==> src/rtl/shr_pkg.sv <==
// Shared types and default sizes for the sequential right shifter.
// State encodings are fixed here so the controller and the shifter use the same values.
package shr_pkg;

    localparam int WIDTH_DEF = 8;
    localparam int AMT_W_DEF = 3;

    typedef enum logic [1:0] {
        IDLE  = 2'd0,
        SHIFT = 2'd1,
        DONE  = 2'd2
    } state_t;

endpackage

==> src/rtl/shr_step.sv <==
// One-position combinational right shift: fill enters at the MSB, bit 0 leaves as out_bit.
// This is the mirror image of the one-position left-shift cell.
module shr_step #(
    parameter int WIDTH = 8
) (
    input  logic [WIDTH-1:0] f,
    input  logic             fill,
    output logic [WIDTH-1:0] shifted,
    output logic             out_bit
);

    assign shifted = {fill, f[WIDTH-1:1]};
    assign out_bit = f[0];

endmodule

==> src/rtl/shr_seq.sv <==
// Multi-cycle right shifter: load an operand, shift right once per clock for amt cycles,
// then pulse done. The MSB fill comes from cin, or from the current MSB when arith is latched.
module shr_seq
    import shr_pkg::*;
#(
    parameter int WIDTH = WIDTH_DEF,
    parameter int AMT_W = AMT_W_DEF
) (
    input  logic             clk,
    input  logic             rst,
    input  logic             start,
    input  logic [WIDTH-1:0] x,
    input  logic [AMT_W-1:0] amt,
    input  logic             arith,
    input  logic             cin,
    output logic [WIDTH-1:0] f,
    output logic             cout,
    output logic             busy,
    output logic             done
);

    state_t           state;
    state_t           state_next;
    logic [AMT_W-1:0] cnt;
    logic             arith_lat;
    logic             fill;
    logic [WIDTH-1:0] shifted;
    logic             shift_out;

    assign fill = arith_lat ? f[WIDTH-1] : cin;

    shr_step #(.WIDTH(WIDTH)) u_step (
        .f       (f),
        .fill    (fill),
        .shifted (shifted),
        .out_bit (shift_out)
    );

    // NOTE: state is updated with non-blocking assignments so every register samples pre-edge values.
    always_ff @(posedge clk) begin
        if (rst) state <= IDLE;
        else     state <= state_next;
    end

    // NOTE: state_next gets a default before the case so no path leaves it unassigned (no latch).
    always_comb begin
        state_next = state;
        case (state)
            IDLE:    if (start) state_next = (amt != '0) ? SHIFT : DONE;
            SHIFT:   if (cnt == AMT_W'(1)) state_next = DONE;
            DONE:    state_next = IDLE;
            default: state_next = IDLE;
        endcase
    end

    // Datapath registers; cnt never wraps because SHIFT is only entered with a nonzero count.
    always_ff @(posedge clk) begin
        if (rst) begin
            f         <= '0;
            cout      <= 1'b0;
            cnt       <= '0;
            arith_lat <= 1'b0;
        end else begin
            case (state)
                IDLE: begin
                    if (start) begin
                        f         <= x;
                        cout      <= 1'b0;
                        cnt       <= amt;
                        arith_lat <= arith;
                    end
                end
                SHIFT: begin
                    f    <= shifted;
                    cout <= shift_out;
                    cnt  <= cnt - AMT_W'(1);
                end
                default: ;
            endcase
        end
    end

    assign busy = (state == SHIFT);
    assign done = (state == DONE);

endmodule

==> config.mk <==
export PLATFORM = sky130hd
export DESIGN_NAME = shr_seq
export DESIGN_NICKNAME = d
export VERILOG_FILES = /design/src/rtl/shr_pkg.sv /design/src/rtl/shr_step.sv /design/src/rtl/shr_seq.sv
export SDC_FILE = /design/constraint.sdc
export NUM_CORES = 1
export LEC_CHECK = 0
export ABC_AREA = 1
export CAP_MARGIN = 20
export CELL_PAD_IN_SITES_DETAIL_PLACEMENT = 0
export CELL_PAD_IN_SITES_GLOBAL_PLACEMENT = 1
export CORE_MARGIN = 1.5
export CORE_UTILIZATION = 28
export DETAILED_ROUTE_END_ITERATION = 7
export PLACE_DENSITY = 0.73
export SYNTH_ARGS = -nofsm -noshare
export SYNTH_HDL_FRONTEND = slang
export SYNTH_HIERARCHICAL = 1
export SYNTH_SLANG_ARGS = --single-unit
==> constraint.sdc <==
create_clock -name clk -period 1.01 [get_ports clk]
set_input_delay 0.1515 -clock clk [delete_from_list [all_inputs] [get_ports clk]]
set_output_delay 0.1515 -clock clk [all_outputs]
set_load 0.005 [all_outputs]
==> flow_summary.yaml, run 1 <==
job:
  maxCapViolations: 0
clock_network:
  root_buffer: "clkbuf_4"
  numCtsBuffers: 3
  holdBufCountCts: 0
  cts_tree: "done"
  clk_path_buf_depth: 2
  htreeDepth: 1
  worstSkewPairLatency_ns: 0.29
  cts_sinks: 15
  cts.clk_slew.worst_paths_ns: 0.10
drt:
  first_pass_iters: 4
  vias_per_cell: 4.10
  wl_per_cell_um: 9.71
  num_vias: 952
  drc: 0
  wirelength_mm: 2.25
  drt_iter0_markers: 17
  ant_nets: 0
setup_path:
  critical_path_required_ns: 1.25
  critical_path_class: "reg -> reg"
  critPathLaunch: "state[0]"
  timing.rr.start: "state[0]"
  cp-start-kind: "flop"
  crit_path_end_kind: "flop"
  crit_path_max_fanout: 22
  cp.arrival_ns: 1.40
  r2r_slack_ns: -0.15
power_and_ir_drop:
  power_density_nw_per_um2: 1310
  p_clk_frac: 0.192
  combPwrFrac: 0.417
  peakVddDrop_uv: 359
  power_leakage_nw: 0.723
  p_sw_frac: 0.334
  internal_power_mw: 1.22
  seqPwrFrac: 0.391
  power_switching_mw: 0.614
synth:
  synth-compound-area-share: 0.0501
  ys_seq_elements: 15
  yosysTopAreaCellShare: 0.316
  postSynthAreaPerCell_um2: 6.37
  synth_cells: 149
  ys_seq_area_frac: 0.316
  synthAdderAreaFrac: 0.0264
  synth-warning-count: 6
  synth_nets: 167
  synth_area_leaders: "dfxtp_1 32%, nand2_1 21%, nor2_1 9.9%, buf_4 7.9%, inv_1 7.1%"
  yosys.area_share.simple: 0.403
  synth.most_common_cell: "nand2_1"
  synth_edf_count: 0
  synth_xor_area_frac: 0
  yosysTopAreaCell: "dfxtp_1"
  synth.cell_area_um2: 950
  synth_cell_types: 19
  synth_top_family_by_area: "simple AND/OR/NAND/NOR gates"
  synth_common_cells: "53 x nand2_1, 25 x nor2_1, 18 x inv_1"
  synth.area.mux_share: 0
  ys.flop_type: "dfxtp_1"
  async_reset_ff_frac: 0
sta:
  timing.final.crit_period_ns: 1.16
  post-route-period-util: 1.15
  setup_violations: 17
  slew_violations: 0
  tightestPinTransition_ns: 0.146
  hold_violations: 0
  setup-tns-final_ns: -1.84
  rsz0062_at_grt: "yes"
  fmax_mhz: 859
  finalClockSkew_ns: 0.0102
  fin_ws_ns: -0.154
  slew_headroom: 0.903
finish:
  finalNonFillerCells: 232
  n_fill_cell: 333
  utilization: 0.449
  layout-drive-gt1-share: 0.372
  layout.nets: 207
  regArea_um2: 317
  area_delta_synth_final_pct: 48.0
  final_cell_area_um2: 1410
  multi_input_area_um2: 495
  diodes: 0
global_routing:
  first_global_vias: 841
  grtUsageTotal: 0.131
  antenna_found_initial: 0
  grt_max_degree: 23
  grt_pass1_wl_mm: 3.53
  gr-total-overflow: 0
placement:
  place_congestion: 0.765
  port_buffers: 26
  dpl_cell_area_um2: 1290
  dp.cells: 222
  place_hpwl_mm: 1.56
  dpl_worst_slack_ns: -0.214
worst_hold_path:
  hold_path_class: "reg -> reg"
  holdCritStartpoint: "cout"
floorplanning:
  die_area_um2: 3750
  coreArea_um2: 3130
  die_w_um: 61.2
  die_h_um: 61.2
  num_rows: 20
  start_util: 0.304
  io_pins: 27
outcome:
  violations: "negative setup slack"
  status: "finished, violations left"
## metrics by stage
step | hold WS, ns | power, mW
finish | 0.478 | 1.84
global route | 0.498 | 1.99
CTS | 0.462 | 1.83
detailed placement | 0.453 | 1.42
global placement | 0.444 | 1.41
floorplan | 0.214 | 1.15
## cells by family after synthesis
logic type                 after synthesis
DFF                                     15
buffers and inverters                   33
AOI/OAI and AO/OA                        8
and+or+nand+nor                         91
adders and majority gates                2
## routing by layer
| layer | vias up | share of wire | GRT usage |
|---|---|---|---|
| met5 | - | 0 | 0 |
| met4 | 0 | 0.024 | 0.0839 |
| met3 | 4 | 0.028 | 0.0252 |
| met2 | 14 | 0.47 | 0.225 |
| met1 | 426 | 0.48 | 0.147 |
| li1 | 508 | - | - |
## worst max-delay path, cell delays in order, from the launching register on
cell     delay [ns]
dfxtp_2        0.34
buf_6          0.11
buf_6          0.12
o21ai_4        0.16
buf_12         0.17
nand2_1        0.07
nand3_2        0.06
nand2_1        0.05
inv_1          0.04
## area by class of cell
class | count | area share
Clock inverter | 1 | 0.00356
Tap cell | 44 | 0.0392
Sequential cell | 15 | 0.225
Timing Repair Buffer | 49 | 0.313
Clock buffer | 3 | 0.0160
Inverter | 19 | 0.0508
Multi-Input combinational cell | 101 | 0.353
## worst paths after layout
check / endpoint / depth (start not counted)
worst max-delay path: cnt[2] / 8
worst min-delay path: cout / 2
worst max register to register: cnt[2] / 8
worst min register to register: cout / 2
## state kept, by name, indices dropped and copies added (netlist names)
register,count
f,8
arith_lat,1
cout,1
cnt,3
state,2
## layout by cell type (no fill, tap or decap)
cell,Yosys,routed
buf_2,0,2
buf_8,0,1
dfxtp_1,15,4
o21ai_2,1,1
dfxtp_4,0,1
nand2_1,53,50
dfxtp_2,0,10
nand3_1,3,3
clkbuf_2,0,9
nor2_2,1,1
buf_12,0,2
inv_2,1,3
nor2_4,1,2
nand2_4,0,2
clkbuf_4,0,3
clkinv_2,0,1
a21oi_2,1,2
nand3_2,2,2
clkbuf_16,0,1
o21ai_1,2,2
clkdlybuf4s50_1,0,15
buf_6,3,3
ha_1,2,2
o21ai_4,0,1
a21oi_1,3,2
buf_4,10,16
nand2_2,6,7
nor2_1,25,24
inv_1,18,16
## power groups by stage
stage,Sequential [mW],Clock (mW),Combinational (mW)
after floorplan,0.729,0,0.425
final,0.717,0.353,0.765
after global placement,0.721,0,0.686
after global routing,0.725,0.411,0.857
after detailed placement,0.724,0,0.693
after CTS,0.717,0.367,0.746
## timing repair
| action | CTS | global route |
|---|---|---|
| buffers inserted | 4 | 1 |
| pin swaps | 3 | 3 |
| cloned | 0 | 1 |
| resized for setup | 51 | 14 |
| endpoints found under the setup margin | 26 | 26 |
Power figures use the tool's default switching activity.
==> run 2: changes to the inputs <==
- PLACE_DENSITY: 0.73 -> 0.82
==> run 2 against run 1 <==
Sequential power about the same. Setup slack got worse by 0.062 ns. Total power grew 3.4%. Critical path type unchanged. Combinational power rose by 5.9%. Largest power group unchanged. Highest routed layer unchanged. The run still ends with negative setup slack left. Routed wire length increased by 3.6%.
==> flow_summary.yaml, run 2 (synthesis results as in run 1) <==
clock_network:
  htreeDepth: 1
  numCtsBuffers: 3
  cts.clk_slew.worst_paths_ns: 0.10
  worstSkewPairLatency_ns: 0.29
  clk_path_buf_depth: 2
  cts_tree: "done"
  root_buffer: "clkbuf_4"
  cts_sinks: 15
global_routing:
  antenna_found_initial: 0
  use_met2: 0.234
  use_met3: 0.0168
  grt.busiest_layer: "met2"
  grt_pass1_wl_mm: 3.57
  grt_max_degree: 23
  gr-total-overflow: 0
  first_global_vias: 896
  grtUsageTotal: 0.128
  use_met1: 0.140
drt:
  drc: 0
  first_pass_iters: 3
  wl_per_cell_um: 10.1
  num_vias: 952
  drt_iter0_markers: 9
  vias_per_cell: 4.10
  wirelength_mm: 2.33
  ant_nets: 0
finish:
  layout_common_cells: "42 x nand2_1, 24 x nor2_1, 18 x inv_1"
  diodes: 0
  regMostFlops: "f"
  finalNonFillerCells: 232
  final_common_cell: "nand2_1"
  largest_register_ffs: 8
  layout.nets: 207
  largest_registers: "f (8), cnt (3), state (2)"
  layout-drive-gt1-share: 0.404
  area_delta_synth_final_pct: 52.2
setup_path:
  cp-start-kind: "flop"
  critical_path_required_ns: 1.21
  r2r_end: "f[1]"
  reg2regPathDepth: 7
  crit_top_cell: "buf_6"
  r2r_slack_ns: -0.22
  crit_path_max_fanout: 11
  cp.arrival_ns: 1.42
  path_cells: "buf_6 -> buf_6 -> o21ai_4 -> clkbuf_16 -> nand2_2 -> nand2_1 -> nor2_1"
  critical_path_class: "reg -> reg"
  crit_path_top_delay_cell: "dfxtp_2"
  timing.rr.start: "state[0]"
  cp_slowest_stage_delay_ns: 0.34
  crit_path_end_kind: "flop"
outcome:
  status: "finished, violations left"
  violations: "negative setup slack"
sta:
  fin_ws_ns: -0.215
  slew_violations: 0
  hold_ws_ns: 0.475
  post-route-period-util: 1.21
  rsz0062_at_grt: "yes"
  timing.final.crit_period_ns: 1.23
  setup-tns-final_ns: -2.67
  setup_violations: 16
  tightestPinTransition_ns: 0.239
  fmax_mhz: 816
  slew_headroom: 0.840
  finalClockSkew_ns: 0.000371
  hold_violations: 0
placement:
  port_buffers: 26
  dpl_worst_slack_ns: -0.195
  place_congestion: 0.707
  place_hpwl_mm: 1.50
  dp.cells: 221
worst_hold_path:
  whs_path_depth: 2
  holdPathEnd: "cout"
  holdCritStartpoint: "cout"
  hold_path_class: "reg -> reg"
power_and_ir_drop:
  total_power_mw: 1.90
  power_density_nw_per_um2: 1310
  power_leakage_nw: 0.738
  peakVddDrop_uv: 421
floorplanning:
  die_h_um: 61.2
  io_pins: 27
  start_util: 0.304
  die_area_um2: 3750
  coreArea_um2: 3130
  num_rows: 20
  die_w_um: 61.2
job:
  maxCapViolations: 0
-- run 2: changes by cell type in the layout (fill, tap and decap cells not counted), moves of 2 or more --
cell,change
dfxtp_2,+2
inv_2,-2
nand2_1,-8
inv_1,+2
nand2_2,+6
-- run 2: how the worst max path moves through the flow --
stage,startpoint,endpoint,slack [ns],depth (start not counted)
2_1_floorplan,state[0],state[1],0.01,6
3_3_place_gp,start,f[4],-0.19,6
3_5_place_dp,state[1],done,-0.19,3
4_1_cts,state[0],cnt[1],-0.20,7
5_1_grt,state[0],f[1],-0.26,7
6_report,state[0],f[1],-0.22,7
-- run 2: final cells by class --
cell class	instances	area (µm²)
Clock inverter	1	5.00
Inverter	19	71.3
Clock buffer	3	22.5
Fill cell	324	1680
Tap cell	44	55.1
Timing Repair Buffer	49	445
Multi-Input combinational cell	101	531
Sequential cell	15	315
-- run 2: metrics by stage --
step / util / area, µm²
floorplan: - / 950
global placement: 0.408 / 1270
detailed placement: 0.408 / 1270
CTS: 0.431 / 1350
global route: 0.462 / 1450
finish: 0.462 / 1450
-- run 2: repair_timing --
| action | in CTS | in global routing |
|---|---|---|
| resized for setup | 41 | 29 |
| hold buffers | 0 | 0 |
| gates cloned | 0 | 2 |
| setup endpoints to repair | 26 | 25 |
| setup buffers | 4 | 1 |
| pin swaps | 0 | 4 |
| hold endpoints to repair | 0 | 0 |
-- run 2: critical path: cells and delay by family (launching register included) --
family / cells / cell delay, ns
buffers and inverters: 3 / 0.44
AOI/OAI and AO/OA: 1 / 0.22
DFF: 1 / 0.34
and+or+nand+nor: 3 / 0.13
-- run 2: metal layers --
| layer | routed length, µm | share of wire |
|---|---|---|
| met1 | 1010 | 0.43 |
| met2 | 1200 | 0.51 |
| met3 | 98 | 0.042 |
| met4 | 34 | 0.015 |
| met5 | 0 | 0 |
-- run 2: report_power, final --
group | switching (mW) | total, mW | internal, mW
sequential | 0.0430 | 0.718 | 0.675
combinational | 0.390 | 0.810 | 0.420
clock | 0.222 | 0.369 | 0.147
total | 0.656 | 1.90 | 1.24
==> edit 1: new RTL, flow settings as in run 2 <==
Register the inputs `start`, `x`, `amt`, `arith` and `cin` before use, with the module's reset. The logic sees them one clock later. Comments in the files are not updated.
--- a/src/rtl/shr_seq.sv
+++ b/src/rtl/shr_seq.sv
@@ -21,2 +21,24 @@
 
+    logic start_q;
+    logic [WIDTH-1:0] x_q;
+    logic [AMT_W-1:0] amt_q;
+    logic arith_q;
+    logic cin_q;
+
+    always_ff @(posedge clk) begin
+        if (rst) begin
+            start_q <= '0;
+            x_q     <= '0;
+            amt_q   <= '0;
+            arith_q <= '0;
+            cin_q   <= '0;
+        end else begin
+            start_q <= start;
+            x_q     <= x;
+            amt_q   <= amt;
+            arith_q <= arith;
+            cin_q   <= cin;
+        end
+    end
+
     state_t           state;
@@ -29,3 +51,3 @@
 
-    assign fill = arith_lat ? f[WIDTH-1] : cin;
+    assign fill = arith_lat ? f[WIDTH-1] : cin_q;
 
@@ -48,3 +70,3 @@
         case (state)
-            IDLE:    if (start) state_next = (amt != '0) ? SHIFT : DONE;
+            IDLE:    if (start_q) state_next = (amt_q != '0) ? SHIFT : DONE;
             SHIFT:   if (cnt == AMT_W'(1)) state_next = DONE;
@@ -65,7 +87,7 @@
                 IDLE: begin
-                    if (start) begin
-                        f         <= x;
+                    if (start_q) begin
+                        f         <= x_q;
                         cout      <= 1'b0;
-                        cnt       <= amt;
-                        arith_lat <= arith;
+                        cnt       <= amt_q;
+                        arith_lat <= arith_q;
                     end
Check against the original RTL: not equivalent (a bounded check fails within 4 cycles, from zero or initial values and one cycle with rst high).
==> edit 1 against run 2 <==
- the run still ends with setup timing left
- combinational power decreased by 29%
- first-iteration DRC count rose to 3.1 times the old value
- core utilization fell by 3.6 points
- clock skew increased by 0.0074 ns
- area after synthesis grew 35%
- global-route usage is 2.4 points lower
- routed wire length rose by 5.5%
- power increased by 52%
- cell area up 29%
- count of clock-buffer cells in the layout rose by 4
- sequential cell count is 14 higher
- non-clock buffer count shrank 2
- worst setup slack better by 0.16 ns
- highest routed layer unchanged
==> edit 1: results (changes against run 2) <==
* Largest registers: f (8), x_q (8)
* Area after detailed placement at 1624 um^2 (+27%)
* Worst setup margin at -0.05369 ns (+0.1617 ns)
* Maximum number of pins on one net before global-route repair at 17 (-26%)
* Syn Inst Count at 175 (+17%)
* Global-route usage over all layers at 10.45% (-2.4 points)
* Worst VDD drop at 0.0008853 V (+110%)
* Outcome: finished with violations
* Clock buffer count from CTS at 5 (+2)
* Final setup viols at 13 (-3)
* Met1 Resource Use GR at 11.79% (-2.2 points)
* Met2 Track Usage GR at 17.51% (-5.9 points)
* Violations in the final reports: setup timing
* Setup Skew at 0.007807 ns (+0.007436 ns)
* Synth cell count leaders: 38 x sky130_fd_sc_hd__nor2_1, 36 x sky130_fd_sc_hd__nand2_1, 29 x sky130_fd_sc_hd__dfxtp_1, 22 x sky130_fd_sc_hd__inv_1, 11 x sky130_fd_sc_hd__buf_4
* Highest net fanout along the worst path at 3 (-8)
* Proportion of layout cells with a drive suffix above 1 at 32.24% (-8.2 points)
* CTS H-tree depth at 2 (+1)
* Avg WL per Cell at 9.259 um (-8.0%)
* Total vias in the final route at 1092 (+15%)
* Cell Count, Final, Fillers Out at 266 (+15%)
* # nets final at 231 (+12%)
* R2R setup slack at -0.04 ns (+0.18 ns)
* Part of the Yosys area used for sequential elements at 45.40% (+14 points)
* CTS clk-pin slew, worst paths at 0.06 ns (-0.04 ns)
* Relative max-transition margin at 75.72% (-8.3 points)
* Root cell of the clock tree: sky130_fd_sc_hd__clkbuf_8
* Instance count after placement with tap cells included at 255 (+15%)
* Yosys cell types at 20 (+1)
* Global-route wire length before repair at 3988 um (+12%)
* Number of global-route vias before repair at 975 (+8.8%)
* Top cells by area in the synthesized netlist: sky130_fd_sc_hd__dfxtp_1 45%, sky130_fd_sc_hd__nor2_1 11%, sky130_fd_sc_hd__nand2_1 11%, sky130_fd_sc_hd__buf_4 6.5%, sky130_fd_sc_hd__inv_1 6.5%
* Data arrival at the endpoint of the critical path at 0.91 ns (-0.51 ns)
* Post-synth net total at 193 (+16%)
* DRT Pass-1 Iters at 4 (+1)
* Global routing usage on met3 at 3.419% (+1.7 points)
* Hold worst-path end: x_q[2]
* Worst hold-check path type: in -> reg
* Initial DRC Count at 28 (+19)
* Hpwl dp at 1701 um (+13%)
* R2R cell count at 6 (-1)
* Worst hold path stage count at 3 (+1)
-- edit 1: cell types whose count changed in the layout (fill, tap and decap cells not counted), sizes merged --
cell | run 2 | this run
nor3 | 0 | 1
o21ai | 4 | 11
nand3 | 5 | 7
nor2 | 27 | 39
clkbuf | 13 | 7
nand2 | 59 | 42
a21oi | 4 | 2
clkdlybuf4s15 | 1 | 9
inv | 19 | 25
mux2 | 0 | 1
dfxtp | 15 | 29
-- edit 1: worst max-delay path, cell delays in order, from the launching register on --
cell	delay, ns
sky130_fd_sc_hd__dfxtp_4	0.39
sky130_fd_sc_hd__inv_8	0.05
sky130_fd_sc_hd__nor2_1	0.08
sky130_fd_sc_hd__buf_2	0.11
-- edit 1: area by class of cell --
cell class,count,area (um^2)
clock buffers,7,96.34
clock inverters,1,5.005
fillers,462,2516
inverters,25,108.9
multi-input cells,105,558.0
flip-flops and latches,29,599.3
well taps,52,65.06
repair buffers,47,435.4
-- edit 1: what timing repair did --
item | 4_1_cts | 5_1_grt
buffers inserted | 2 | 1
pin swaps | 0 | 12
resized for setup | 31 | 47
endpoints found under the setup margin | 24 | 21
-- edit 1: cells by family after synthesis --
group                    Yosys count  synth area share, %
adder cells (fa/ha/maj)            2                1.957
multiplexers                       1               0.8806
AO/OA/AOI/OAI                     13                5.381
buffers and inverters             41                17.71
flip-flops                        29                45.40
AND/OR/NAND/NOR                   89                28.67
-- edit 1: stage by stage --
| step | setup TNS [ns] | worst slack [ns] | hold WS [ns] |
|---|---|---|---|
| global placement | -2.987 | -0.1815 | 0.4560 |
| detailed placement | -3.136 | -0.2030 | 0.4498 |
| floorplan | -0.1446 | -0.02540 | 0.2585 |
| global route | -1.159 | -0.1151 | 0.4011 |
| finish | -0.2786 | -0.05369 | 0.3854 |
| CTS | -1.579 | -0.1534 | 0.3771 |
-- edit 1: how the worst max path moves through the flow --
stage | start | endpoint | slack (ns) | cells past startpoint
2_1_floorplan | arith_lat | f[7] | -0.03 | 6
3_3_place_gp | state[1] | done | -0.18 | 3
3_5_place_dp | rst | f[4] | -0.20 | 4
4_1_cts | state[0] | f[4] | -0.15 | 6
5_1_grt | state[0] | f[4] | -0.12 | 7
6_report | state[1] | done | -0.05 | 3
-- edit 1: report_power, final --
group          switching [mW]  total [mW]  internal [mW]
logic                   0.262       0.578          0.315
clock network           0.406        1.02          0.614
registers              0.0524        1.29           1.24
total                   0.721        2.89           2.17
-- edit 1: metal layers --
metal / part of all wire, % / vias up
li1: - / 589
met1: 43 / 482
met2: 52 / 17
met3: 3.3 / 4
met4: 1.6 / 0
met5: 0 / -
==> edit 2: new RTL, config.mk and constraints of run 2 <==
Without the edit above. The package constant `WIDTH_DEF` goes from 8 to 7.
--- a/src/rtl/shr_pkg.sv
+++ b/src/rtl/shr_pkg.sv
@@ -4,3 +4,3 @@
 
-    localparam int WIDTH_DEF = 8;
+    localparam int WIDTH_DEF = 7;
     localparam int AMT_W_DEF = 3;
Ports: changed (resized f and x); port bits go from 27 to 25. No check against the original RTL was run, so the function may have changed too.
==> edit 2 against run 2 <==
- the run still ends with setup timing left
- highest routed layer unchanged
- largest power group is now registers
- clock power increased by 15%
- sequential power down 6.7%
- clock skew grew 0.0047 ns
- routed wire length shrank 12%
- global-route usage rose by 0.65 points
- cell area is 11% lower
- sequential cell count fell by 1
- area after synthesis fell by 13%
- core utilization shrank 0.14 points
- power fell by 7.0%
- worst setup slack gained 0.12 ns
- cell count shrank 10%
==> edit 2: results (changes against run 2) <==
* Largest registers: f (7), cnt (3), state (2)
* Crit Reg-Reg Endpoint: f[0]
* Non-clk buf share at 31.54% (+0.72 points)
* Violations in the final reports: setup timing
* Sequential cell count of the final layout at 14 (-1)
* Multi-input gates at 94 (-6.9%)
* Placer Congestion at 0.7366 (+4.3%)
* Number of buffers added for setup after CTS at 3 (-1)
* Switching Share at 32.04% (-2.5 points)
* Resize count post-CTS at 51 (+24%)
* Global-route wire length before repair at 3574 um (+0.20%)
* Maximum number of pins on one net before global-route repair at 11 (-52%)
* Cell Count, Final, Fillers Out at 208 (-10%)
* Outcome: finished with violations
* Hpwl dp at 1476 um (-1.8%)
* Total power divided by cell area at 1377 nW/um^2 (+4.9%)
* Combinational share of power at 38.0% (-4.7 points)
* Part of the Yosys area used for sequential elements at 33.73% (+2.1 points)
* Global-route usage over all layers at 13.45% (+0.65 points)
* Worst slack at placement at -0.2175 ns (-0.02263 ns)
* Worst setup margin at -0.09736 ns (+0.1180 ns)
* Final setup viols at 15 (-1)
* Final-layout worst hold slack at 0.4704 ns (-0.004402 ns)
* Inverters at 18 (-1)
* R2R setup slack at -0.05 ns (+0.17 ns)
[edit 2: changes by cell type in the layout (fill, tap and decap cells not counted), moves of 2 or more]
| cell | delta |
|---|---|
| sky130_fd_sc_hd__buf_6 | +3 |
| sky130_fd_sc_hd__clkbuf_16 | -2 |
| sky130_fd_sc_hd__clkbuf_2 | -5 |
| sky130_fd_sc_hd__clkdlybuf4s15_1 | +4 |
| sky130_fd_sc_hd__dfxtp_2 | -3 |
| sky130_fd_sc_hd__inv_1 | -3 |
| sky130_fd_sc_hd__inv_2 | +2 |
| sky130_fd_sc_hd__nand2_1 | +6 |
| sky130_fd_sc_hd__nand2_2 | -7 |
| sky130_fd_sc_hd__nand2_4 | -3 |
| sky130_fd_sc_hd__nor2_2 | -2 |
[edit 2: routing by layer]
metal  track usage, %  share of wire [%]  vias to the layer above  wire (um)
li1                 -                  -                      480          -
met1            17.64                 47                      398        964
met2            22.89                 48                       17        977
met3            2.494                4.4                        2         91
met4            2.990               0.93                        0         19
met5                0                  0                        -          0
